--- src/rtl/alu_share_arbiter_if.sv ---
// rtl/alu_share_arbiter_if.sv - request, ALU-drive and response bundle for the shared ALU arbiter
interface alu_share_arbiter_if;
    logic       req0_valid;
    logic       req0_ready;
    logic [3:0] req0_ctrl;
    logic [7:0] req0_a;
    logic [7:0] req0_b;
    logic       req1_valid;
    logic       req1_ready;
    logic [3:0] req1_ctrl;
    logic [7:0] req1_a;
    logic [7:0] req1_b;
    logic [3:0] alu_control;
    logic [7:0] alu_a;
    logic [7:0] alu_b;
    logic [7:0] alu_result;
    logic       alu_zero;
    logic       rsp0_valid;
    logic       rsp1_valid;
    logic [7:0] rsp_result;
    logic       rsp_zero;

    modport slave (
        input  req0_valid, req0_ctrl, req0_a, req0_b,
        input  req1_valid, req1_ctrl, req1_a, req1_b,
        input  alu_result, alu_zero,
        output req0_ready, req1_ready,
        output alu_control, alu_a, alu_b,
        output rsp0_valid, rsp1_valid, rsp_result, rsp_zero
    );

    modport master (
        output req0_valid, req0_ctrl, req0_a, req0_b,
        output req1_valid, req1_ctrl, req1_a, req1_b,
        output alu_result, alu_zero,
        input  req0_ready, req1_ready,
        input  alu_control, alu_a, alu_b,
        input  rsp0_valid, rsp1_valid, rsp_result, rsp_zero
    );
endinterface

--- src/rtl/alu_share_arbiter.sv ---
// rtl/alu_share_arbiter.sv - two-requester priority arbiter with starvation bound feeding a shared ALU
module alu_share_arbiter #(
    parameter int unsigned STARVE_LIMIT = 4
) (
    input  logic                i_clk,
    input  logic                i_reset,
    alu_share_arbiter_if.slave  bus
);
    localparam logic [3:0] LIMIT = 4'(STARVE_LIMIT);

    logic [3:0] r_starve_cnt;
    logic       r_s1_valid;
    logic       r_s1_id;
    logic [3:0] r_alu_control;
    logic [7:0] r_alu_a;
    logic [7:0] r_alu_b;
    logic       r_rsp0_valid;
    logic       r_rsp1_valid;
    logic [7:0] r_rsp_result;
    logic       r_rsp_zero;

    logic       w_force1;
    logic       w_req0_ready;
    logic       w_req1_ready;
    logic       w_accept;

    // Requester 0 wins by default; requester 1 wins alone or once its wait hits the limit.
    assign w_force1     = (r_starve_cnt == LIMIT);
    assign w_req1_ready = !i_reset && bus.req1_valid && (!bus.req0_valid || w_force1);
    assign w_req0_ready = !i_reset && bus.req0_valid && !w_req1_ready;
    assign w_accept     = w_req0_ready || w_req1_ready;

    always_ff @(posedge i_clk) begin
        if (i_reset) begin
            r_starve_cnt <= 4'd0;
        end else if (!bus.req1_valid || w_req1_ready) begin
            r_starve_cnt <= 4'd0;
        end else if (r_starve_cnt != LIMIT) begin
            r_starve_cnt <= r_starve_cnt + 4'd1;
        end
    end

    // Issue stage: operands hold when idle so the ALU inputs stay quiet.
    always_ff @(posedge i_clk) begin
        if (i_reset) begin
            r_s1_valid    <= 1'b0;
            r_s1_id       <= 1'b0;
            r_alu_control <= 4'b0000;
            r_alu_a       <= 8'd0;
            r_alu_b       <= 8'd0;
        end else begin
            r_s1_valid <= w_accept;
            if (w_req1_ready) begin
                r_s1_id       <= 1'b1;
                r_alu_control <= bus.req1_ctrl;
                r_alu_a       <= bus.req1_a;
                r_alu_b       <= bus.req1_b;
            end else if (w_req0_ready) begin
                r_s1_id       <= 1'b0;
                r_alu_control <= bus.req0_ctrl;
                r_alu_a       <= bus.req0_a;
                r_alu_b       <= bus.req0_b;
            end
        end
    end

    // Response stage: one-cycle strobe routed back to the requester that issued.
    always_ff @(posedge i_clk) begin
        if (i_reset) begin
            r_rsp0_valid <= 1'b0;
            r_rsp1_valid <= 1'b0;
            r_rsp_result <= 8'd0;
            r_rsp_zero   <= 1'b0;
        end else if (r_s1_valid) begin
            r_rsp0_valid <= !r_s1_id;
            r_rsp1_valid <= r_s1_id;
            r_rsp_result <= bus.alu_result;
            r_rsp_zero   <= bus.alu_zero;
        end else begin
            r_rsp0_valid <= 1'b0;
            r_rsp1_valid <= 1'b0;
        end
    end

    assign bus.req0_ready  = w_req0_ready;
    assign bus.req1_ready  = w_req1_ready;
    assign bus.alu_control = r_alu_control;
    assign bus.alu_a       = r_alu_a;
    assign bus.alu_b       = r_alu_b;
    assign bus.rsp0_valid  = r_rsp0_valid;
    assign bus.rsp1_valid  = r_rsp1_valid;
    assign bus.rsp_result  = r_rsp_result;
    assign bus.rsp_zero    = r_rsp_zero;
endmodule

--- src/flat_wrapper.sv ---
// flat-port wrapper written by rule: the top's interface ports become plain ports
module alu_share_arbiter_flat 
#(
    parameter int unsigned STARVE_LIMIT = 4
)
  (i_clk, i_reset, bus_req0_valid, bus_req0_ctrl, bus_req0_a, bus_req0_b, bus_req1_valid, bus_req1_ctrl, bus_req1_a, bus_req1_b, bus_alu_result, bus_alu_zero, bus_req0_ready, bus_req1_ready, bus_alu_control, bus_alu_a, bus_alu_b, bus_rsp0_valid, bus_rsp1_valid, bus_rsp_result, bus_rsp_zero);
  alu_share_arbiter_if bus_i ();
  input  logic i_clk;
  input  logic i_reset;
  input wire logic [$bits(bus_i.req0_valid)-1:0] bus_req0_valid;
  input wire logic [$bits(bus_i.req0_ctrl)-1:0] bus_req0_ctrl;
  input wire logic [$bits(bus_i.req0_a)-1:0] bus_req0_a;
  input wire logic [$bits(bus_i.req0_b)-1:0] bus_req0_b;
  input wire logic [$bits(bus_i.req1_valid)-1:0] bus_req1_valid;
  input wire logic [$bits(bus_i.req1_ctrl)-1:0] bus_req1_ctrl;
  input wire logic [$bits(bus_i.req1_a)-1:0] bus_req1_a;
  input wire logic [$bits(bus_i.req1_b)-1:0] bus_req1_b;
  input wire logic [$bits(bus_i.alu_result)-1:0] bus_alu_result;
  input wire logic [$bits(bus_i.alu_zero)-1:0] bus_alu_zero;
  output wire logic [$bits(bus_i.req0_ready)-1:0] bus_req0_ready;
  output wire logic [$bits(bus_i.req1_ready)-1:0] bus_req1_ready;
  output wire logic [$bits(bus_i.alu_control)-1:0] bus_alu_control;
  output wire logic [$bits(bus_i.alu_a)-1:0] bus_alu_a;
  output wire logic [$bits(bus_i.alu_b)-1:0] bus_alu_b;
  output wire logic [$bits(bus_i.rsp0_valid)-1:0] bus_rsp0_valid;
  output wire logic [$bits(bus_i.rsp1_valid)-1:0] bus_rsp1_valid;
  output wire logic [$bits(bus_i.rsp_result)-1:0] bus_rsp_result;
  output wire logic [$bits(bus_i.rsp_zero)-1:0] bus_rsp_zero;
  assign bus_i.req0_valid = bus_req0_valid;
  assign bus_i.req0_ctrl = bus_req0_ctrl;
  assign bus_i.req0_a = bus_req0_a;
  assign bus_i.req0_b = bus_req0_b;
  assign bus_i.req1_valid = bus_req1_valid;
  assign bus_i.req1_ctrl = bus_req1_ctrl;
  assign bus_i.req1_a = bus_req1_a;
  assign bus_i.req1_b = bus_req1_b;
  assign bus_i.alu_result = bus_alu_result;
  assign bus_i.alu_zero = bus_alu_zero;
  assign bus_req0_ready = bus_i.req0_ready;
  assign bus_req1_ready = bus_i.req1_ready;
  assign bus_alu_control = bus_i.alu_control;
  assign bus_alu_a = bus_i.alu_a;
  assign bus_alu_b = bus_i.alu_b;
  assign bus_rsp0_valid = bus_i.rsp0_valid;
  assign bus_rsp1_valid = bus_i.rsp1_valid;
  assign bus_rsp_result = bus_i.rsp_result;
  assign bus_rsp_zero = bus_i.rsp_zero;
  alu_share_arbiter #(.STARVE_LIMIT(STARVE_LIMIT)) u_core (.i_clk(i_clk), .i_reset(i_reset), .bus(bus_i));
endmodule
--- config.mk ---
export PLATFORM = sky130hd
export DESIGN_NAME = alu_share_arbiter_flat
export DESIGN_NICKNAME = d
export VERILOG_FILES = /design/src/rtl/alu_share_arbiter_if.sv /design/src/rtl/alu_share_arbiter.sv /design/src/flat_wrapper.sv
export SDC_FILE = /design/constraint.sdc
export NUM_CORES = 1
export LEC_CHECK = 0
export ABC_AREA = 1
export ABC_CLOCK_PERIOD_IN_PS = 1980
export CORE_MARGIN = 2
export CORE_UTILIZATION = 35
export CTS_CLUSTER_DIAMETER = 150
export CTS_CLUSTER_SIZE = 28
export DETAILED_ROUTE_END_ITERATION = 12
export PLACE_DENSITY = 0.71
export SYNTH_ARGS = -nofsm -noshare
export SYNTH_HDL_FRONTEND = slang
export SYNTH_SLANG_ARGS = --single-unit
--- constraint.sdc ---
create_clock -name i_clk -period 1.98 [get_ports i_clk]
set_clock_uncertainty 0.15 [all_clocks]
set_input_delay 0.297 -clock i_clk [delete_from_list [all_inputs] [get_ports i_clk]]
set_output_delay 0.297 -clock i_clk [all_outputs]
set_load 0.05 [all_outputs]
==> flow_metrics.tcl <==
set metrics [dict create \
    outcome "complete, no violations" \
    setup_tns_ns 0 \
    synth_area_leaders "dfxtp_1 43%, nand3_1 18%, inv_1 10%, nand2_1 9.2%, nor2_1 4.6%" \
    grt_max_degree 23 \
    critPathMaxStageDelay_ns 0.83 \
    grt_pass1_vias 1670 \
    grt_use_total_pct 17.4 \
    post_synth.cell_area_avg_um2 6.88 \
    dieArea_um2 5490 \
    cts_sinks 37 \
    syn_to_final_growth_pct 59.6 \
    syn_inst 250 \
    synth_flop_cell "dfxtp_1" \
    drive_above_1_share_pct 8.90 \
    synth_top_family_by_area "simple AND/OR/NAND/NOR gates" \
    yosys.area.top_type "dfxtp_1" \
    fin_crit_ns 1.91 \
    peakVddDrop_uv 279 \
    slew_violations 0 \
    cts_buffer_depth 2 \
    start_util_pct 36.4 \
    die_h_um 74.1 \
    yosysWarnings 0 \
    p_total_uw 1930 \
    hpwl_um 3110 \
    ys_types 23 \
    first_pass_iters 4 \
    max_freq_mhz 524 \
    final-hold-violation-count 0 \
    via_per_inst 4.50 \
    synth_edf_count 0 \
    drv_cap 0 \
    drt_iter0_markers 84 \
    io_pins 86 \
    wl_per_cell_um 11.1 \
    num-nets-final 391 \
    path_cells "clkdlybuf4s50_1" \
    finalWorstSetupSlack_ns 0.0728 \
    synth_most_common_cell "nand3_1" \
    slowest_stage "clkdlybuf4s50_1" \
    hp-class "flip-flop to flip-flop" \
    synthArstFlopShare_pct 0 \
    path_delay_family "buffers and inverters" \
    cts_tree "built" \
    rows 25 \
    critPathLaunchType "flip-flop" \
    worstPathRequired_ns 1.53 \
    wirelength_um 4500 \
    yosysSeqAreaShare_pct 43.1 \
    gp_congestion 0.754 \
    numCtsBuffers 5 \
    synthMuxAreaShare_pct 0 \
    port_buffers 85 \
    crit_buf_inv 1 \
    yosys_register_bits 37 \
    fp.dieW_um 74.1 \
    cp_max_fo 2 \
    pre_cts_ws_ns 0.0833 \
    cts_root_buffer "clkbuf_8" \
    drc 0 \
    final.period_utilization_pct 96.3 \
    h-tree-depth 2 \
    synth-simple-area-share_pct 34.7 \
    num_antenna_cells 0 \
    synthesis.area_um2 1720 \
    insertion_delay_ns 0.28 \
    power.leakage_uw 0.00133 \
    ant_nets 0 \
    powerDensity_nw_per_um2 703 \
    slew_headroom_pct 64.7 \
    synth_compound_area_share_pct 4.00 \
    synthAdderAreaFrac_pct 1.45 \
    setup_viol 0 \
    vias 1820 \
    endpoint_kind "primary output" \
    clkSlewWorstSetupHoldPaths_ns 0.07 \
    worst_pin_slew_ns 0.527 \
    grt_first_pass_wirelength_um 7350 \
    postCtsHoldBufs 0 \
    rsz0062_at_grt "false" \
    antenna_found_initial 0 \
    core_area_um2 4720 \
    synth_nets 305 \
    arrival_ns 1.46 \
    synth-xor-area-share_pct 1.02 \
    yosysTopAreaCellShare_pct 43.1 \
    critPathKind "flip-flop to primary output" \
    synth_common_cells "62 x nand3_1, 47 x inv_1, 42 x nand2_1, 37 x dfxtp_1, 21 x nor2_1" \
    overflow 0 \
]
-- metal layers --
layer	GRT usage [%]	part of all wire [%]	up-vias	routed length, µm
met5	0	0	-	0
met4	6.06	1.4	0	62
met3	4.74	7.8	7	352
met2	30.1	47	65	2100
met1	20.7	44	807	1980
li1	-	-	941	-
-- registers in the layout (all words and copies together) (netlist names), 4 cells and up --
signal                  flops
u_core.bus.alu_a            8
u_core.bus.alu_b            8
u_core.bus.alu_control      4
u_core.bus.rsp_result       8
u_core.r_starve_cnt         4
-- cell usage in the layout (no fill, tap or decap), types with 2 or more instances in the layout --
master,instances
a21oi_1,2
buf_4,9
clkbuf_8,5
clkdlybuf4s50_1,83
clkinv_2,2
dfxtp_1,35
dfxtp_2,2
ha_1,2
inv_1,46
inv_2,3
nand2_1,42
nand3_1,62
nor2_1,21
o21ai_0,10
-- metrics by stage --
stage / utilization [%] / area, µm² / hold slack, ns / std cells
after floorplan: - / 1730 / 0.224 / 250
after global routing: 58.1 / 2750 / 0.308 / 404
final: 58.1 / 2750 / 0.272 / 404
after global placement: 55.9 / 2640 / 0.263 / 394
after detailed placement: 55.9 / 2640 / 0.263 / 394
after CTS: 58.1 / 2750 / 0.275 / 404
-- cell type report --
class | count | area [µm²]
well taps | 67 | 83.8
inverters | 49 | 184
fillers | 464 | 1980
flip-flops and latches | 37 | 743
repair buffers | 94 | 930
clock inverters | 3 | 17.5
clock buffers | 5 | 68.8
multi-input cells | 149 | 719
-- power by group --
group	total [µW]	internal (µW)	switching, µW
Clock	513	243	270
Combinational	582	239	342
Sequential	835	803	32.0
-- worst paths after layout --
kind         cells after the start  slack (ns)              startpoint               endpoint
min reg2reg                      1        0.27          u_core.r_s1_id  u_core.bus.rsp0_valid
min                              1        0.27          u_core.r_s1_id  u_core.bus.rsp0_valid
max reg2reg                      9        0.45  u_core.r_starve_cnt[0]    u_core.bus.alu_b[2]
max                              1        0.07     u_core.bus.alu_a[6]           bus_alu_a[6]
-- logic make-up (layout without fill, tap and decap cells) --
logic type      Yosys count  after routing
simple gates            132            132
buf+inv                  64            151
flops                    37             37
compound gates           13             13
fa+ha+maj                 2              2
xor+xnor                  2              2
-- timing repair --
| item | CTS | global route |
|---|---|---|
| setup endpoints to repair | 1 | 1 |
| hold endpoints to repair | 0 | 0 |
| buffers inserted | 2 | 0 |
| pin swaps | 0 | 1 |
| gates resized for setup | 3 | 1 |
Note: power is estimated with default switching activity, not from simulation.
